`config.mk`:
```
export PLATFORM = sky130hd
export DESIGN_NAME = vin_bus_sequencer
export DESIGN_NICKNAME = d
export VERILOG_FILES = /design/src/rtl/vin_seq_pkg.sv /design/src/rtl/vin_cycle_timer.sv /design/src/rtl/vin_bus_sequencer.sv
export SDC_FILE = /design/constraint.sdc
export NUM_CORES = 1
export LEC_CHECK = 0
export CAP_MARGIN = 30
export CORE_MARGIN = 2
export CORE_UTILIZATION = 57
export DETAILED_ROUTE_END_ITERATION = 10
export PLACE_DENSITY = 0.85
export SLEW_MARGIN = 15
export SYNTH_ARGS = -nofsm -noshare
export SYNTH_HDL_FRONTEND = slang
export SYNTH_SLANG_ARGS = --single-unit
```
`constraint.sdc`:
```
create_clock -name clk -period 5.1 [get_ports clk]
set_input_delay 1.02 -clock clk [delete_from_list [all_inputs] [get_ports clk]]
set_output_delay 1.02 -clock clk [all_outputs]
set_load 0.02 [all_outputs]
```
`src/rtl/vin_seq_pkg.sv`:
```
// Shared types for the VIN generator bus sequencer: FSM states, bus-cycle
// phases and the registered strobe bundle.
package vin_seq_pkg;

    localparam int CYCLE_LEN = 4;

    typedef enum logic [2:0] {
        IDLE,
        FETCH_CODE,
        FETCH_PAT,
        MB_READ,
        MB_WRITE
    } seq_state_e;

    typedef enum logic [1:0] {
        T0,
        T1,
        T2,
        T3
    } phase_e;

    localparam phase_e LAST_PHASE = phase_e'(2'(CYCLE_LEN - 1));

    typedef struct packed {
        logic sm_n;
        logic st_n;
        logic sg_n;
        logic r_wi;
        logic mem_we;
        logic pix_load;
        logic line_done;
    } bus_ctrl_t;

    localparam bus_ctrl_t CTRL_IDLE = '{
        sm_n:      1'b1,
        st_n:      1'b1,
        sg_n:      1'b1,
        r_wi:      1'b1,
        mem_we:    1'b0,
        pix_load:  1'b0,
        line_done: 1'b0
    };

    // Strobes are driven low only in the two middle phases of a cycle.
    function automatic logic strobe_phase(input phase_e ph);
        return (ph == T1) || (ph == T2);
    endfunction

endpackage

```
`src/rtl/vin_cycle_timer.sv`:
```
// Phase counter for one generator bus cycle: T0..T3 while running, parked at
// T0 when idle, with an end-of-cycle flag during T3.
module vin_cycle_timer
    import vin_seq_pkg::*;
(
    input  logic   clk,
    input  logic   rst,
    input  logic   run_i,
    output phase_e phase_o,
    output logic   cycle_end_o
);

    phase_e phase_q;
    phase_e phase_d;

    // NOTE: every combinational output gets a default first so no path leaves it unassigned (no latch).
    always_comb begin
        phase_d = T0;
        if (run_i && (phase_q != LAST_PHASE)) begin
            phase_d = phase_e'(phase_q + 2'd1);
        end
    end

    // NOTE: state registers use non-blocking assignments so all flops update together at the edge.
    always_ff @(posedge clk or posedge rst) begin
        if (rst) begin
            phase_q <= T0;
        end else begin
            phase_q <= phase_d;
        end
    end

    assign phase_o     = phase_q;
    assign cycle_end_o = run_i && (phase_q == LAST_PHASE);

endmodule

```
`src/rtl/vin_bus_sequencer.sv`:
```
// Generator bus sequencer: fetches code/pattern pairs for one character row
// slice and interleaves mailbox VRAM cycles between slices.
module vin_bus_sequencer
    import vin_seq_pkg::*;
#(
    parameter int COLS   = 40,
    parameter int MEM_AW = 10
) (
    input  logic              clk,
    input  logic              rst,
    input  logic              line_start,
    input  logic [MEM_AW-1:0] line_base,
    input  logic [3:0]        slice,
    input  logic              ve_n,
    input  logic              mb_rd,
    input  logic [MEM_AW-1:0] mb_addr,
    output logic              sm_n,
    output logic              st_n,
    output logic              sg_n,
    output logic              r_wi,
    output logic [3:0]        adr,
    output logic [MEM_AW-1:0] mem_addr,
    output logic              mem_we,
    output logic              pix_load,
    output logic              line_done,
    output logic              overrun
);

    localparam int            CW       = (COLS > 1) ? $clog2(COLS) : 1;
    localparam logic [CW-1:0] COL_LAST = CW'(COLS - 1);

    seq_state_e        state_q, state_d;
    logic [CW-1:0]     col_q, col_d;
    logic [MEM_AW-1:0] base_q, base_d;
    logic [MEM_AW-1:0] mb_addr_q, mb_addr_d;
    logic [MEM_AW-1:0] mem_addr_q, mem_addr_d;
    logic [3:0]        slice_q, slice_d;
    logic [3:0]        adr_q, adr_d;
    logic              pend_q, pend_d;
    logic              overrun_q, ovr_set;
    bus_ctrl_t         ctrl_q, ctrl_d;
    phase_e            phase;
    logic              cycle_end;
    logic              mid;
    logic              last_col;

    vin_cycle_timer u_timer (
        .clk         (clk),
        .rst         (rst),
        .run_i       (state_q != IDLE),
        .phase_o     (phase),
        .cycle_end_o (cycle_end)
    );

    assign mid      = strobe_phase(phase);
    assign last_col = (col_q == COL_LAST);

    always_comb begin
        state_d   = state_q;
        col_d     = col_q;
        base_d    = base_q;
        slice_d   = slice_q;
        mb_addr_d = mb_addr_q;
        pend_d    = pend_q;
        ovr_set   = 1'b0;
        unique case (state_q)
            IDLE: begin
                // A waiting slice always beats a mailbox request.
                if (line_start) begin
                    state_d = FETCH_CODE;
                    base_d  = line_base;
                    slice_d = slice;
                    col_d   = '0;
                end else if (!ve_n) begin
                    state_d   = mb_rd ? MB_READ : MB_WRITE;
                    mb_addr_d = mb_addr;
                end
            end
            FETCH_CODE: begin
                ovr_set = line_start;
                if (cycle_end) begin
                    state_d = FETCH_PAT;
                end
            end
            FETCH_PAT: begin
                ovr_set = line_start;
                if (cycle_end) begin
                    if (last_col) begin
                        col_d   = '0;
                        state_d = IDLE;
                    end else begin
                        col_d   = col_q + CW'(1);
                        state_d = FETCH_CODE;
                    end
                end
            end
            MB_READ, MB_WRITE: begin
                if (line_start) begin
                    if (pend_q) begin
                        ovr_set = 1'b1;
                    end else begin
                        pend_d  = 1'b1;
                        base_d  = line_base;
                        slice_d = slice;
                    end
                end
                // A slice requested during the mailbox cycle starts right after T3.
                if (cycle_end) begin
                    state_d = (pend_q || line_start) ? FETCH_CODE : IDLE;
                    pend_d  = 1'b0;
                    col_d   = '0;
                end
            end
            default: state_d = IDLE;
        endcase
    end

    always_comb begin
        ctrl_d     = CTRL_IDLE;
        mem_addr_d = mem_addr_q;
        adr_d      = adr_q;
        unique case (state_q)
            FETCH_CODE: begin
                ctrl_d.sm_n = !mid;
                mem_addr_d  = base_q + MEM_AW'(col_q);
            end
            FETCH_PAT: begin
                ctrl_d.sg_n      = !mid;
                ctrl_d.pix_load  = (phase == LAST_PHASE);
                ctrl_d.line_done = (phase == LAST_PHASE) && last_col;
                adr_d            = slice_q;
            end
            MB_READ: begin
                ctrl_d.sm_n = !mid;
                ctrl_d.st_n = !mid;
                mem_addr_d  = mb_addr_q;
            end
            MB_WRITE: begin
                ctrl_d.r_wi   = 1'b0;
                ctrl_d.st_n   = !mid;
                ctrl_d.mem_we = (phase == T2);
                mem_addr_d    = mb_addr_q;
            end
            default: ;
        endcase
    end

    always_ff @(posedge clk or posedge rst) begin
        if (rst) begin
            state_q    <= IDLE;
            col_q      <= '0;
            base_q     <= '0;
            slice_q    <= '0;
            mb_addr_q  <= '0;
            pend_q     <= 1'b0;
            ctrl_q     <= CTRL_IDLE;
            mem_addr_q <= '0;
            adr_q      <= '0;
            overrun_q  <= 1'b0;
        end else begin
            state_q    <= state_d;
            col_q      <= col_d;
            base_q     <= base_d;
            slice_q    <= slice_d;
            mb_addr_q  <= mb_addr_d;
            pend_q     <= pend_d;
            ctrl_q     <= ctrl_d;
            mem_addr_q <= mem_addr_d;
            adr_q      <= adr_d;
            overrun_q  <= overrun_q | ovr_set;
        end
    end

    assign sm_n      = ctrl_q.sm_n;
    assign st_n      = ctrl_q.st_n;
    assign sg_n      = ctrl_q.sg_n;
    assign r_wi      = ctrl_q.r_wi;
    assign mem_we    = ctrl_q.mem_we;
    assign pix_load  = ctrl_q.pix_load;
    assign line_done = ctrl_q.line_done;
    assign adr       = adr_q;
    assign mem_addr  = mem_addr_q;
    assign overrun   = overrun_q;

endmodule

```
==> metrics.cfg, run 1 <==
[layout]
final_util_pct = 72.9
fillers = 377
layout-drive-gt1-share_pct = 21.0
design_area_sq_um = 3720
n_antenna_cell = 0
nets = 349
regArea_sq_um = 1460
syn_to_final_growth_pct = 23.6
multi_input_area_sq_um = 1440

[global_routing]
antenna_found_initial = 0
gr-usage-all-layers_pct = 22.7
grt_pass1_wl_mm = 10.4
gr-total-overflow = 0
grt_pass1_vias = 2148
grt_max_degree = 59

[synth]
synth-compound-area-share_pct = 14.7
synth-edff-count = 0
yosys.area.top_type = dfrtp_1
ys_async_sr_fraction_pct = 100
ys_seq_elements = 58
yosys-top-cells-area = dfrtp_1 45%, mux2_2 7.5%, mux2_4 5.0%, ha_1 3.7%, dfstp_2 3.5%
yosysMostFrequentCell = dfrtp_1
synthesis.area_sq_um = 3010
muxShareOfSynthArea_pct = 13.5
synthFlopType = dfrtp_1
synthSimpleGateAreaFrac_pct = 14.7
synth_fa_ha_area_share_pct = 4.40
syn_avg_cell_area_sq_um = 11.6
synth_top_area_share_pct = 44.9
yosysWarnings = 0
synth_fp_nets = 299
synth_cell_types = 62
ys_seq_area_share_pct = 48.4
syn_inst = 260
synth_top_family_by_area = simple AND/OR/NAND/NOR gates
synth_commonest_cells = 54 x dfrtp_1, 20 x mux2_2, 19 x nand2_1, 17 x o21ai_0, 12 x nor2_1
synth_xor_area_share_pct = 0.291

[detailed_routing]
routed-wl-met3_um = 329
first_pass_iters = 5
m1WireLength_mm = 2.66
num_vias = 2211
ant_nets = 0
detail_route.vias_per_cell = 5.74
drt_iter0_drc = 173
detail_route.wl_per_cell_um = 15.6
drcViolationCount = 0
wl_met2_mm = 2.86
routed.top_layer = met4
routed_wl_mm = 6.02

[timing]
fin_crit_sh_pct = 54.3
final.setup.tns_ps = 0
finalCriticalPeriod_ps = 2770
tightestPinTransition_ps = 823
skew_ps = 9.09
rsz0062_at_grt = false
setup-violations-final = 0
hold_viol_final = 0
slew_violations = 0
fmax_ghz = 0.361
slew_headroom_pct = 44.9
setup_ws_ps = 2330

[worst_hold_path]
min_path_type = flop to flop

[clock_tree]
cts_buffers = 9
htree_levels = 3
cts_sinks = 58
cts_tree = done
cts_hold_buf = 0
cts_resized = 0
cts-root-buf = clkbuf_8
clk_latency_ps = 340
clk_path_buf_depth = 2
clkSlewWorstSetupHoldPaths_ps = 60
cts_setup_buffers = 0

[worst_setup_path]
cp_cell_sequence = clkdlybuf4s50_1 > mux2_1 > a32oi_1 > o21ai_0 > a22o_1
start_kind = input pin
slowest_stage = clkdlybuf4s50_1
cp-startpoint = line_start
required_ps = 5320
arrival_ps = 2990
critPathMaxStageDelay_ps = 580
crit_path_max_fanout = 11
worstSetupPathType = input pin to flop
reg2reg_to = mem_addr[6]
crit_cells = 5
critPathBufInv = 1
cp-end-kind = flop
rr_worst_depth = 6
worst-r2r-setup-slack_ps = 2670
reg2reg_from = col_q[0]
worstSetupEndpoint = col_q[4]
critPathTopFamily = compound AO/OA/AOI/OAI gates

[pwr]
leakagePower_nw = 1.62
p_per_area_nw_per_um2 = 602
ir_drop_mv = 0.338

[die]
row_count = 26
initial_utilization_pct = 59.0
die_area_sq_um = 5880
die_h_um = 76.7
num_io_pins = 51
coreArea_sq_um = 5110
die_x_um = 76.7

[place]
dpl_cell_area_sq_um = 3510
dp_slack_ps = 1990
portBuffers = 50
place_congestion = 0.858
hpwl_mm = 4.22

[status]
run_status = finished, final reports clean

[job]
drv_cap = 0

## layer usage
layer | vias up | track usage (%)
li1 | 1056 | -
met1 | 1056 | 30.5
met2 | 84 | 34.6
met3 | 15 | 4.47
met4 | 0 | 13.1
met5 | - | 0
## area by class of cell
| class | instances | share of cell area [%] |
|---|---|---|
| Sequential cell | 58 | 39.1 |
| Clock inverter | 2 | 0.941 |
| Tap cell | 70 | 2.35 |
| Inverter | 7 | 0.706 |
| Clock buffer | 14 | 4.64 |
| Multi-Input combinational cell | 183 | 38.6 |
| Timing Repair Buffer | 51 | 13.7 |
## layout by cell type (no fill, tap or decap), types with 3 or more instances in the layout
master,synthesis,final
clkdlybuf4s50_1,0,50
mux2_2,20,20
ha_1,9,9
a22oi_1,3,3
clkbuf_8,0,12
dfstp_2,4,4
o31ai_1,3,3
a211oi_1,4,4
o21ai_0,17,17
nand2b_1,4,4
dfrtp_1,54,54
nor3_1,6,6
nand3_1,10,10
a21oi_1,8,8
nor2_1,12,12
nand2_1,19,19
a21o_1,6,6
inv_1,6,5
mux2_4,10,10
## where the power goes
part | leakage, nW | internal [mW] | switching, mW
Sequential | 0.703 | 0.661 | 0.180
Combinational | 0.814 | 0.514 | 0.452
Clock | 0.107 | 0.265 | 0.168
Total | 1.62 | 1.44 | 0.800
## registers in the layout, indices dropped and copies added, names as in the netlist, 2 cells and up
name / flops
state_q: 3
col_q: 6
slice_q: 4
mem_addr: 10
base_q: 10
mb_addr_q: 10
u_timer.phase_o: 2
adr: 4
## logic make-up after synthesis
logic type	Yosys count
xor gates and xnor gates	1
buffers and inverters	19
muxes	33
AOI/OAI and AO/OA	62
DFF	58
adders and majority gates	10
and+or+nand+nor	77
## metrics by stage
| step | hold slack (ps) | cells | power (mW) |
|---|---|---|---|
| 6_report | 470 | 385 | 2.24 |
| 5_1_grt | 487 | 385 | 2.39 |
| 4_1_cts | 469 | 385 | 2.26 |
| 3_5_place_dp | 458 | 369 | 1.81 |
| 3_3_place_gp | 453 | 369 | 1.77 |
| 2_1_floorplan | 443 | 260 | 1.54 |
## how the worst min path moves through the flow
| stage | cells after the start | startpoint | slack (ps) | to |
|---|---|---|---|---|
| finish | 1 | overrun | 470 | overrun |
| CTS | 1 | overrun | 470 | overrun |
| detailed placement | 1 | overrun | 460 | overrun |
| global placement | 1 | overrun | 450 | overrun |
| floorplan | 1 | u_timer.phase_o[0] | 440 | u_timer.phase_o[0] |
| global route | 1 | overrun | 490 | overrun |
Note: power is estimated with default switching activity, not from simulation.
==> run 2: changes to the inputs <==
Settings changed: CORE_UTILIZATION 57 to 48, PLACE_DENSITY 0.85 to 0.76.
Clock period 5.1 ns to 2.5 ns, I/O delays scaled along.
==> run 2 against run 1 <==
Setup slack lost 2200 ps; core utilization shrank 10 points; design area increased by 1.2%; critical endpoint is now mem_addr[6].
==> metrics.cfg, run 2 (synthesis gave the netlist of run 1 again) <==
[place]
hpwl_mm = 4.49  ; +6.4%
place_inst = 381  ; +3.3%
portBuffers = 50  ; unchanged
place_congestion = 0.866  ; +0.97%
dpl_cell_area_sq_um = 3570  ; +1.7%

[pwr]
power_frac_seq_pct = 37.3  ; -0.3 points
power_frac_comb_pct = 44.4  ; +1.3 points
sw_frac_of_total_pct = 36.4  ; +0.74 points
power.share.clock_pct = 18.4  ; -0.9 points
power.total_mw = 4.57  ; +100%
leakagePower_nw = 1.65  ; +1.5%
p_sw_mw = 1.67  ; +110%
p_per_area_nw_per_um2 = 1210  ; +100%
internal_power_mw = 2.91  ; +100%
ir_drop_mv = 0.794  ; +130%

[layout]
layout-drive-gt1-share_pct = 22.7  ; +1.7 points
final_cell_mix = 54 x dfrtp_1, 50 x clkdlybuf4s50_1, 20 x mux2_2, 19 x nand2_1, 17 x o21ai_0
n_antenna_cell = 0  ; unchanged
syn_to_final_growth_pct = 25.1
fillers = 465  ; +23%
multi_input_area_sq_um = 1440  ; unchanged
nets = 356  ; +2.0%
regArea_sq_um = 1460  ; unchanged
layout_commonest_cell = dfrtp_1
design_area_sq_um = 3770  ; +1.2%
stdcell_count = 397  ; +3.1%

[worst_setup_path]
cp-end-kind = flop
crit_path_max_fanout = 5  ; -6
critPathMaxStageDelay_ps = 430  ; -150 ps
crit_cells = 6  ; +1
rr_worst_depth = 6  ; unchanged
start_kind = flop
slowest_stage = dfrtp_1
cp-startpoint = col_q[0]
worstSetupPathType = flop to flop
required_ps = 2720  ; -2600 ps
arrival_ps = 2570  ; -420 ps
worst-r2r-setup-slack_ps = 150  ; -2520 ps
critPathBufInv = 0  ; -1
reg2reg_from = col_q[0]
cp_cell_sequence = ha_1 > fa_1 > a211oi_1 > o21ai_0 > a211o_1 > a32o_1
critPathTopFamily = compound AO/OA/AOI/OAI gates

[timing]
finalCriticalPeriod_ps = 2350
final.setup.tns_ps = 0  ; unchanged
skew_ps = 7.85  ; -1.24 ps
fin_crit_sh_pct = 93.9
hold_viol_final = 0  ; unchanged
slew_violations = 0  ; unchanged
setup-violations-final = 0  ; unchanged
slew_headroom_pct = 54.1  ; +9.2 points
rsz0062_at_grt = false
fmax_ghz = 0.426
tightestPinTransition_ps = 688  ; -135 ps

[die]
die_x_um = 83.2  ; +8.5%
die_h_um = 83.2  ; +8.5%
die_area_sq_um = 6920  ; +18%
row_count = 28  ; +7.7%
num_io_pins = 51  ; unchanged
coreArea_sq_um = 5990  ; +17%
initial_utilization_pct = 50.3  ; -8.7 points

[clock_tree]
cts-root-buf = clkbuf_8
cts_resized = 0  ; unchanged
cts_hold_buf = 0  ; unchanged
cts_setup_buffers = 0  ; unchanged
clk_path_buf_depth = 2  ; unchanged
cts_buffers = 9  ; unchanged
cts_tree = done
cts_sinks = 58  ; unchanged
clkSlewWorstSetupHoldPaths_ps = 70  ; about the same
clk_latency_ps = 340  ; about the same
htree_levels = 3  ; unchanged

[worst_hold_path]
hold_depth = 1  ; unchanged
min-delay-start = overrun
min_path_type = flop to flop

[detailed_routing]
drt_iter0_drc = 88  ; -49%
ant_nets = 0  ; unchanged
drcViolationCount = 0  ; unchanged
first_pass_iters = 4  ; -1
num_vias = 2225  ; +0.63%
detail_route.vias_per_cell = 5.60  ; -2.4%
routed_wl_mm = 6.25  ; +3.9%
detail_route.wl_per_cell_um = 15.7  ; +0.72%

[job]
drv_cap = 0  ; unchanged

[global_routing]
grt_pass1_vias = 2169  ; +0.98%
antenna_found_initial = 0  ; unchanged
gr-total-overflow = 0  ; unchanged
grt_pass1_wl_mm = 10.5  ; +0.66%
gr-usage-all-layers_pct = 19.1  ; -3.6 points
grt_max_degree = 23  ; -61%

[status]
run_status = finished, final reports clean

-- run 2: cell count changes in the layout (fill, tap and decap cells not counted) --
cell,before,now
bufinv_16,1,0
clkbuf_8,12,13
buf_4,1,8
clkinvlp_4,0,1
clkinv_2,1,0
-- run 2: routing by layer --
metal	track usage [%]	vias to the layer above	part of all wire (%)
met5	0	-	0
met4	7.45	0	2.3
met3	6.66	12	5.1
met2	29.2	66	48
met1	25.1	1079	45
li1	-	1068	-
-- run 2: cell type report --
class / count / area share [%]
clock buffer: 15 / 4.95
multi-input combinational: 183 / 38.1
inverter: 7 / 0.698
timing repair buffer: 58 / 14.9
sequential: 58 / 38.7
tap: 75 / 2.49
clock inverter: 1 / 0.199
-- run 2: worst register-to-register path, stage by stage (launching register included) --
cell,delay [ps]
dfrtp_1,430
ha_1,280
fa_1,430
a211oi_1,310
o21ai_0,240
a211o_1,340
a32o_1,210
-- run 2: path summary, 6_finish.rpt --
kind,end
max,mem_addr[6]
min,overrun
max reg2reg,mem_addr[6]
min reg2reg,overrun
max in group asynchronous,mem_addr[9]
min in group asynchronous,line_done
-- run 2: power groups by stage --
stage / clock (mW) / sequential [mW] / combinational [mW]
2_1_floorplan: 0 / 1.73 / 1.42
3_3_place_gp: 0 / 1.69 / 1.98
3_5_place_dp: 0 / 1.71 / 2.03
4_1_cts: 0.859 / 1.70 / 2.04
5_1_grt: 0.911 / 1.76 / 2.21
6_report: 0.839 / 1.70 / 2.03
-- run 2: metrics by stage --
stage               worst slack, ps  hold slack [ps]  utilization (%)
floorplan                       336              443                -
global placement                228              444             59.6
detailed placement              196              449             59.6
CTS                             171              468             62.9
global route                   42.7              498             62.9
finish                          152              464             62.9
==> run 3: changes to the inputs <==
Settings changed: ABC_CLOCK_PERIOD_IN_PS set to 2500.
==> results of run 3 <==
Same layout as run 2: the final DEF is identical, and so are final timing and power.
